`config.mk`:
```
export PLATFORM = sky130hd
export DESIGN_NAME = calc_exec_unit
export DESIGN_NICKNAME = d
export VERILOG_FILES = /design/src/rtl/calc_exec_unit.sv
export SDC_FILE = /design/constraint.sdc
export NUM_CORES = 1
export LEC_CHECK = 0
export ABC_AREA = 1
export CORE_UTILIZATION = 45
export CTS_BUF_LIST = sky130_fd_sc_hd__clkbuf_8 sky130_fd_sc_hd__clkbuf_16
export DETAILED_ROUTE_END_ITERATION = 6
export MAX_ROUTING_LAYER = met4
export SYNTH_ARGS = -nofsm -noshare
export SYNTH_HDL_FRONTEND = slang
export SYNTH_SLANG_ARGS = --single-unit
```
`constraint.sdc`:
```
create_clock -name CLK -period 9.42 [get_ports CLK]
set_clock_uncertainty 0.2 [all_clocks]
set_input_delay 1.884 -clock CLK [delete_from_list [all_inputs] [get_ports CLK]]
set_output_delay 1.884 -clock CLK [all_outputs]
set_load 0.1 [all_outputs]
```
`src/rtl/calc_exec_unit.sv`:
```
// rtl/calc_exec_unit.sv - operand store and multi-cycle add/sub/mul/div engine for the calculator
// Define CALC_BCD_OUT_EN to convert results to packed BCD after the arithmetic phase.
module calc_exec_unit #(
   parameter int DW = 8
) (
   input  logic            CLK,
   input  logic            clear,
   input  logic [DW-1:0]   Din,
   input  logic            WE,
   input  logic            W1,
   input  logic [3:0]      MS,
   input  logic            start,
   output logic            busy,
   output logic            done,
   output logic [2*DW-1:0] result,
   output logic            neg,
   output logic            err
);
   localparam int CW = $clog2(2*DW+1);

`ifdef CALC_BCD_OUT_EN
   typedef enum logic [1:0] {S_IDLE, S_EXEC, S_BCD, S_DONE} state_t;
`else
   typedef enum logic [1:0] {S_IDLE, S_EXEC, S_DONE} state_t;
`endif

   state_t            r_state, w_next;
   logic [DW-1:0]     r_a, r_b, r_wa, r_wb, r_mplier;
   logic [1:0]        r_op;
   logic [CW-1:0]     r_cnt, w_n;
   logic [2*DW-1:0]   r_acc, r_mcand, w_acc_nxt;
   logic [2*DW-1:0]   r_result;
   logic              r_neg, r_err, r_done, w_neg_nxt;
   logic              w_idle_like, w_accept, w_bad, w_last;
   logic [2*DW:0]     w_div_sh;
   logic [DW:0]       w_div_tr;

`ifdef CALC_BCD_OUT_EN
   logic [2*DW-1:0]   r_bin, r_bcd, w_bcd_adj, w_bin;
   logic              r_bneg, r_over;
`endif

   assign w_idle_like = (r_state == S_IDLE) || (r_state == S_DONE);
   assign w_accept    = start && w_idle_like;
   assign w_bad       = (MS > 4'd3) || ((MS == 4'd3) && (r_b == '0));
   assign w_n         = r_op[1] ? CW'(DW) : CW'(1);
   assign w_last      = (r_cnt == w_n - CW'(1));

   assign busy   = (r_state == S_EXEC) ||
`ifdef CALC_BCD_OUT_EN
                   (r_state == S_BCD) ||
`endif
                   r_done;
   assign done   = r_done;
   assign result = r_result;
   assign neg    = r_neg;
   assign err    = r_err;

   // One iteration of the selected operation; DIV keeps {remainder, quotient} in r_acc
   always_comb begin
      w_acc_nxt = r_acc;
      w_neg_nxt = 1'b0;
      w_div_sh  = {r_acc, 1'b0};
      w_div_tr  = w_div_sh[2*DW:DW] - {1'b0, r_wb};
      case (r_op)
         2'd0: w_acc_nxt = {{DW{1'b0}}, r_wa} + {{DW{1'b0}}, r_wb};
         2'd1: begin
            if (r_wa >= r_wb) begin
               w_acc_nxt = {{DW{1'b0}}, r_wa - r_wb};
            end else begin
               w_acc_nxt = {{DW{1'b0}}, r_wb - r_wa};
               w_neg_nxt = 1'b1;
            end
         end
         2'd2: w_acc_nxt = r_mplier[0] ? r_acc + r_mcand : r_acc;
         default: begin
            if (!w_div_tr[DW]) w_acc_nxt = {w_div_tr[DW-1:0], w_div_sh[DW-1:1], 1'b1};
            else               w_acc_nxt = w_div_sh[2*DW-1:0];
         end
      endcase
   end

`ifdef CALC_BCD_OUT_EN
   assign w_bin = (r_op == 2'd3) ? {{DW{1'b0}}, w_acc_nxt[DW-1:0]} : w_acc_nxt;

   always_comb begin
      w_bcd_adj = r_bcd;
      for (int i = 0; i < 2*DW/4; i++) begin
         if (r_bcd[4*i +: 4] >= 4'd5) w_bcd_adj[4*i +: 4] = r_bcd[4*i +: 4] + 4'd3;
      end
   end
`endif

   always_ff @(posedge CLK or posedge clear) begin
      if (clear) r_state <= S_IDLE;
      else       r_state <= w_next;
   end

   always_comb begin
      w_next = r_state;
      case (r_state)
         S_IDLE, S_DONE: if (start) w_next = w_bad ? S_DONE : S_EXEC;
`ifdef CALC_BCD_OUT_EN
         S_EXEC: if (w_last) w_next = S_BCD;
         S_BCD:  if (r_cnt == CW'(2*DW-1)) w_next = S_DONE;
`else
         S_EXEC: if (w_last) w_next = S_DONE;
`endif
         default: w_next = S_IDLE;
      endcase
   end

   always_ff @(posedge CLK or posedge clear) begin
      if (clear) begin
         r_a      <= '0;
         r_b      <= '0;
         r_wa     <= '0;
         r_wb     <= '0;
         r_op     <= '0;
         r_cnt    <= '0;
         r_acc    <= '0;
         r_mcand  <= '0;
         r_mplier <= '0;
         r_result <= '0;
         r_neg    <= 1'b0;
         r_err    <= 1'b0;
         r_done   <= 1'b0;
`ifdef CALC_BCD_OUT_EN
         r_bin    <= '0;
         r_bcd    <= '0;
         r_bneg   <= 1'b0;
         r_over   <= 1'b0;
`endif
      end else begin
         r_done <= 1'b0;
         if (WE && w_idle_like) begin
            if (W1) r_b <= Din;
            else    r_a <= Din;
         end
         case (r_state)
            S_IDLE, S_DONE: begin
               if (w_accept && w_bad) begin
                  r_result <= '0;
                  r_neg    <= 1'b0;
                  r_err    <= 1'b1;
                  r_done   <= 1'b1;
               end else if (w_accept) begin
                  r_op     <= MS[1:0];
                  r_wa     <= r_a;
                  r_wb     <= r_b;
                  r_cnt    <= '0;
                  r_acc    <= (MS[1:0] == 2'd3) ? {{DW{1'b0}}, r_a} : '0;
                  r_mcand  <= {{DW{1'b0}}, r_a};
                  r_mplier <= r_b;
               end
            end
            S_EXEC: begin
               r_acc    <= w_acc_nxt;
               r_mcand  <= r_mcand << 1;
               r_mplier <= r_mplier >> 1;
               r_cnt    <= r_cnt + CW'(1);
               if (w_last) begin
`ifdef CALC_BCD_OUT_EN
                  r_bin  <= w_bin;
                  r_bcd  <= '0;
                  r_bneg <= w_neg_nxt;
                  r_over <= (w_bin > (2*DW)'(9999));
                  r_cnt  <= '0;
`else
                  r_result <= w_acc_nxt;
                  r_neg    <= w_neg_nxt;
                  r_err    <= 1'b0;
                  r_done   <= 1'b1;
`endif
               end
            end
`ifdef CALC_BCD_OUT_EN
            S_BCD: begin
               r_bcd <= {w_bcd_adj[2*DW-2:0], r_bin[2*DW-1]};
               r_bin <= r_bin << 1;
               r_cnt <= r_cnt + CW'(1);
               if (r_cnt == CW'(2*DW-1)) begin
                  r_result <= r_over ? {(2*DW/4){4'h9}} : {w_bcd_adj[2*DW-2:0], r_bin[2*DW-1]};
                  r_neg    <= r_bneg;
                  r_err    <= r_over;
                  r_done   <= 1'b1;
               end
            end
`endif
            default: ;
         endcase
      end
   end

endmodule

```
# Word-level counts from Yosys, hierarchy flattened
# Index checks and enable logic that the tools add are counted.
[totals]
reg_bits = 100
inputBits = 17
output_inout_bits = 20
word_cells = 91
[op_classes]
addsub = 7
magnitude_cmp = 2
eq_ne = 12
mux = 36
bitwise = 2
n_reduce_logical = 18
[op_table]
columns = ["op", "count"]
rows = [
  ["$mux 16", 8],
  ["$pmux 16 s2", 3],
  ["$pmux 16 s3", 1],
  ["$mux 8", 4],
  ["$add 16x16->16", 1],
  ["$pmux 8 s2", 1],
  ["$sub 8x8->8", 2],
  ["$mux 5", 2],
  ["$ne 2x2->1 const B", 5],
  ["$pmux 5 s2", 1],
  ["$add 8x8->9", 1],
  ["$reduce_and 3->1", 3],
  ["$sub 9x8->9", 1],
  ["$ge 8x8->1", 1],
  ["$logic_not 8->1", 1],
  ["$mux 1", 8],
  ["$eq 2x2->1 const B", 3],
  ["$mux 2", 3],
  ["$pmux 1 s2", 3],
  ["$reduce_and 2->1", 3],
  ["$add 5x1->5 const B", 1],
  ["$eq 5x5->1", 1],
  ["$sub 4x1->5 const B", 1],
  ["$eq 2x1->1 const B", 2],
  ["other kinds (10)", 17],
]

# Longest topological paths before layout
# Gate-level depths: netlist (run 1).
[depth]
ltp_word = 6
ltp_mapped = 16
ltp_nobuf = 16

# Worst setup path after synthesis (run 1)
# OpenSTA, ideal clock, no wires.
[synth_path]
kind = "reg2out"
startpoint = "register r_done, in the netlist done"
endpoint = "output port busy"
arrival_ps = 1472
required_ps = 7336
path_slack_ps = 5864
path_stages_with_launch = 2
n_path_buf = 0
path_cell_list = "dfrtp_1 or2_2"
[synth_between]
elab_chain_cells = 1
[synth_lines]
columns = ["element", "line", "rtl"]
rows = [
  ["start, declared", "33", "logic r_neg, r_err, r_done, w_neg_nxt;"],
  ["start signal, assigned", "127", "r_done <= 1'b0;"],
  ["start signal, assigned", "135", "r_done <= 1'b0;"],
  ["start signal, assigned", "146", "r_done <= 1'b1;"],
  ["$logic_or 1x1->1", "49", "assign busy = (r_state == S_EXEC) ||"],
  ["end, declared", "13", "output logic busy,"],
]
# No other way between the ends.

# Worst setup path in the final report (run 1)
[layout_path]
startpoint = "register r_state[0]"
endpoint = "output port busy"
[layout_between]
elab_chain_cells = 2
[layout_lines]
columns = ["element", "line", "rtl"]
rows = [
  ["start, declared", "27", "state_t r_state, w_next;"],
  ["start signal, assigned", "96", "else r_state <= w_next;"],
  ["$eq 2x1->1", "49", ""],
  ["$logic_or 1x1->1", "49", ""],
]
# No other way between the ends.

==> metrics.txt, run 1 <==
drt total wl 19640 um; post-synthesis xor/xnor area fraction 0.02137; Ant. Diodes 0; Worst Setup End Kind output port; crit path to busy; Synth Warn # 0; die width about 130 um; fin crit period 4.743 ns; startpoint types register; Initial DRC Count ~450; number of synthesized flops with an enable pin 0; fin nets 1026; Root Buffer Master clkbuf_16; status finished clean; Leakage 3.825 nW; CTS max path bufs 2; CTS tree built; H-tree level count 3; total global-route track usage 0.2678; Compound-Gate Fraction of Synth Area 0.1467; via/cell ratio 5.357; Die ar. 15980 sq um; synthesized-area fraction occupied by adder cells 0.09878; share of cells above drive strength 1 0.07796; Slew Limit Headroom 0.3368; mux contribution to synthesized area 0; Tot Pwr between 2 and 3 mW; Worst Reg-to-Reg Cells 7; via total after detailed routing 6160; Simple-Gate Fraction of Synth Area 0.2782; DRT Pass-1 Iters 6; setup repair after global routing missed its margin no; Seq/Total Area, Yosys 0.3592; worst min path class register to register; synthesis-to-layout area growth 10.31%; largest family of logic cells by synthesized area simple AND/OR/NAND/NOR gates; Avg Cell Area, Syn 7.435 sq um; largest net degree at the start of global routing 73; gpl congestion roughly 0.93; final hold vios 0; Seq cells post-synth 100; asr flop ratio synth 1.000; Max Cap Viol 0; CP Max Fanout 28; Slew Limit Fails 0; flop2flop setup slack 6.61 ns; antenna violations before repair 0; hold buffer count at cts 0; Post-Syn Instances 937; first-pass GRT wire length 32020 um; crit path from r_state[0]$_DFFE_PP0P_; syn_nets ~1000; Setup Viol. Count Final 0; CTS Buf Count 9; number of routed nets with antenna violations 0; Mapped Area approximately 7000 sq um; RR Endpoint r_acc[3]$_DFFE_PP0P_; ys flop type dfrtp_1; core footprint between 15000 and 20000 sq um; reg2reg start r_state[0]$_DFFE_PP0P_; Slew @ Worst Pin 0.9917 ns; number of port buffers 36; Initial Util 0.4600; GRT overflow 0; Die Y around 130 um; setup TNS 0 ns; Arrival @ worst endpoint 2.66 ns; Placement Rows 45; Wirelength per Cell 17.08 um; Post-DP HPWL 15130 um; drc violations 0; vias in the first global route 5897; Synth cell types 44; Worst-Skew Late Latency 0.35 ns; clock slew at reported path FFs 0.07 ns; setup bufs post-CTS 0; CTS Sinks 100; Top Ports 37; critical path class register to output port; Fmax 210.9 MHz; P per Cell Area 341.2 nW/um^2; period utilization 0.5035; post_cts resized 0; Max rail drop VDD 132.7 uV; CP required around 7.3 ns
[report_power, final]
part / switching (mW) / internal, mW
combinational: 1.05 / 0.512
clock: 0.179 / 0.184
sequential: 0.138 / 0.555
[cell families after synthesis]
| kind of cell | count (synthesis) |
|---|---|
| AND/OR/NAND/NOR | 438 |
| adder cells (fa/ha/maj) | 52 |
| AO/OA/AOI/OAI | 171 |
| flip-flops | 100 |
| XOR/XNOR | 17 |
| buffers and inverters | 159 |
[stage by stage]
step / std cells / setup WS, ns / area (sq um) / hold WS, ns / util
finish: 1150 / 4.677 / 7685 / 0.2790 / 0.5074
global route: 1150 / 4.553 / 7685 / 0.3064 / 0.5074
CTS: 1150 / 4.668 / 7685 / 0.2835 / 0.5074
detailed placement: 1134 / 5.046 / 7400 / 0.2616 / 0.4886
global placement: 1134 / 5.050 / 7400 / 0.2669 / 0.4886
floorplan: 937 / 4.717 / 6967 / 0.2678 / -
[synth_stat cells, types with 5 or more instances]
cell / n / area, sq um
nand4_1: 14 / 87.58
a21oi_1: 61 / 305.3
nand2_1: 256 / 960.9
fa_1: 5 / 100.1
inv_2: 13 / 48.80
nand3_1: 90 / 450.4
dfrtp_1: 100 / 2502
inv_1: 117 / 439.2
ha_1: 47 / 588.1
buf_6: 7 / 78.83
o221ai_1: 8 / 70.07
clkbuf_1: 12 / 45.04
nand3_2: 5 / 50.05
o22ai_2: 6 / 75.07
nor2_1: 44 / 165.2
nand2_2: 11 / 68.82
xor2_1: 12 / 105.1
xnor2_1: 5 / 43.79
buf_2: 6 / 30.03
o21ai_1: 18 / 90.09
o21ai_0: 54 / 270.3
[per-layer routing]
metal	up-vias	global-route usage	share of wire
met4	0	0.09284	0.027
li1	3099	-	-
met2	158	0.3893	0.42
met3	25	0.02151	0.048
met5	-	-	0
met1	2878	0.3916	0.50
[cells in the final DEF, fill, tap and decap left out, drive strengths merged, types with 2 or more instances in the layout]
cell type	n
nand3	96
o21a	3
nor3	4
nand4	14
nor2	47
clkdlybuf4s50	36
o211ai	6
o22ai	7
o221ai	8
or2	3
o21bai	2
a31oi	3
clkbuf	9
ha	47
inv	134
nand2	271
nor4	2
xnor2	5
o21ai	75
dfrtp	100
clkinv	3
a21oi	66
fa	5
xor2	12
[flip-flops by register name (all words and copies together) (netlist names)]
register  cells
err           1
r_b           8
r_wa          8
done          1
result       16
r_acc        16
r_a           8
r_cnt         5
r_wb          8
r_mplier      8
r_mcand      16
neg           1
r_state       2
r_op          2
[layout make-up]
| cell class | count | area [sq um] |
|---|---|---|
| clock buffer | 9 | 225.2 |
| fill | 1520 | 7461 |
| inverter | 131 | 496.7 |
| multi-input combinational | 678 | 3797 |
| tap | 188 | 235.2 |
| timing repair buffer | 37 | 367.9 |
| clock inverter | 7 | 60.06 |
| sequential | 100 | 2502 |
[worst min-delay path by stage]
stage,cells after the start,end,startpoint,slack [ns]
after global routing,2,result[14]$_DFFE_PP0P_,result[14]$_DFFE_PP0P_,0.31
final,2,err$_DFFE_PP0P_,err$_DFFE_PP0P_,0.28
after global placement,2,err$_DFFE_PP0P_,err$_DFFE_PP0P_,0.27
after floorplan,2,r_mcand[0]$_DFFE_PP0P_,r_mcand[0]$_DFFE_PP0P_,0.27
after CTS,2,err$_DFFE_PP0P_,err$_DFFE_PP0P_,0.28
after detailed placement,2,err$_DFFE_PP0P_,err$_DFFE_PP0P_,0.26
[worst max-delay path: stages, from the launching register on]
cell and delay [ns]:
dfrtp_1 0.34, inv_1 0.09, nor2_4 0.53, or2_2 0.22, clkdlybuf4s50_1 1.12
Power figures use the tool's default switching activity.
==> run 2, diff against run 1 <==
==> constraint.sdc (replaced) <==
create_clock -name CLK -period 4.9 [get_ports CLK]
set_clock_uncertainty 0.2 [all_clocks]
set_input_delay 0.98 -clock CLK [delete_from_list [all_inputs] [get_ports CLK]]
set_output_delay 0.98 -clock CLK [all_outputs]
set_load 0.1 [all_outputs]
==> run 2 against run 1 <==
Effect of this change:
- flip-flop and latch count unchanged
- combinational power up 92%
- largest cell class unchanged
- worst hold slack worse by 0.0046 ns
- clock-buffer cell count up 1
- sequential share of layout area down 0.095 points
- routed wire length up 1.4%
- largest power group unchanged
==> metrics.txt, run 2 (synthesis results as in run 1) <==
status finished clean; DRT Pass-1 Iters 5; CTS Buf Count 9; final hold vios 0; cell chain of the critical path inv_1 -> nor2_4 -> or2_2 -> clkdlybuf4s50_1; startpoint types register; Placement Rows 45; period utilization 0.6843; Bufs and invs on worst path 2; Initial DRC Count 505; fin crit period 3.353 ns; setup bufs post-CTS 0; synthesis-to-layout area growth 10.63%; first-pass GRT wire length approximately 33000 um; Initial Util 0.4600; total global-route track usage 0.2728; Worst-Skew Late Latency 0.35 ns; number of routed nets with antenna violations 0; Die Y 126.4 um; Setup Viol. Count Final 0; fin nets 1028; most common cell after layout, fill and taps aside nand2_1; Leakage between 3 and 4 nW; Crit-path slowest cell clkdlybuf4s50_1; antenna violations before repair 1; P per Cell Area 657.3 nW/um^2; Fin Hold WS 0.2743 ns; Final Core Density 0.5089; via total after detailed routing 6244; gpl congestion 0.9650; via/cell ratio about 5.4; Root Buffer Master clkbuf_16; Worst Setup End Kind output port; Slowest Stage Delay on Critical Path around 0.96 ns; CP Max Fanout 4; placed cell areas 7415 sq um; Slew Limit Fails 0; Arrival @ worst endpoint 2.17 ns; die width 126.4 um; Final Worst Setup Slack 1.547 ns; Post-DP HPWL roughly 16000 um; critical path class register to output port; Max Cap Viol 0; GRT overflow 0; setup TNS 0 ns; Wirelength per Cell 17.27 um; CTS tree built; most frequent cells in the layout nand2_1 (256), inv_1 (116), dfrtp_1 (100); Die ar. approximately 16000 sq um; drc violations 0; H-tree level count 3; top cell family by delay on the critical path buffers and inverters; largest net degree at the start of global routing 62; hold buffer count at cts 0; CTS max path bufs 2; Top Ports 37; clock slew at reported path FFs 0.07 ns; worst min path class register to register; Slew @ Worst Pin about 0.98 ns; core footprint 15150 sq um; Setup WS pre-CTS approximately 1.7 ns; Slew Limit Headroom 0.3425; share of cells above drive strength 1 0.07988; vias in the first global route roughly 6000; CP required 3.72 ns; setup repair after global routing missed its margin no; drt total wl 19920 um; Fmax 298.2 MHz; fin area ~7700 sq um; post_cts resized 0; number of port buffers 36; Max rail drop VDD between 300 and 400 uV; CTS Sinks 100
run 2: final cells by class:
type                       count  area (sq um)
antenna                        1         2.502
clock buffer                  10         239.0
clock inverter                 6         51.30
fill                        1496          7438
inverter                     131         496.7
multi-input combinational    678          3797
sequential                   100          2502
tap                          188         235.2
timing repair buffer          39         382.9
run 2: path summary, 6_finish.rpt:
path | slack (ns) | from | to | cells past startpoint
setup / recovery | 1.55 | r_state[0]$_DFFE_PP0P_ | busy | 4
hold / removal | 0.27 | err$_DFFE_PP0P_ | err$_DFFE_PP0P_ | 2
setup reg to reg | 2.15 | r_acc[7]$_DFFE_PP0P_ | r_acc[11]$_DFFE_PP0P_ | 14
hold reg to reg | 0.27 | err$_DFFE_PP0P_ | err$_DFFE_PP0P_ | 2
max in group asynchronous | 2.79 | clear | r_acc[5]$_DFFE_PP0P_ | 3
min in group asynchronous | 0.92 | clear | result[12]$_DFFE_PP0P_ | 2
run 2: where the power goes:
group | internal [mW] | switching, mW
registers | 1.07 | 0.284
logic | 0.984 | 2.03
clock network | 0.368 | 0.329
total | 2.42 | 2.65
run 2: worst min-delay path: stages, from the launching register on:
cell,delay [ns]
dfrtp_1,0.34
nand2_1,0.05
nand2_1,0.05
run 2: metrics by stage:
step / power (mW) / instances
final: 5.066 / 1153
after global routing: 5.497 / 1153
after CTS: 5.046 / 1152
after detailed placement: 4.334 / 1136
after global placement: 4.340 / 1136
after floorplan: 3.577 / 937
run 2: metal layers:
metal,up-vias,track usage,share of wire
met5,-,-,0
met4,0,0.09851,0.028
met3,26,0.05272,0.059
met2,197,0.3858,0.42
met1,2912,0.3869,0.49
li1,3109,-,-
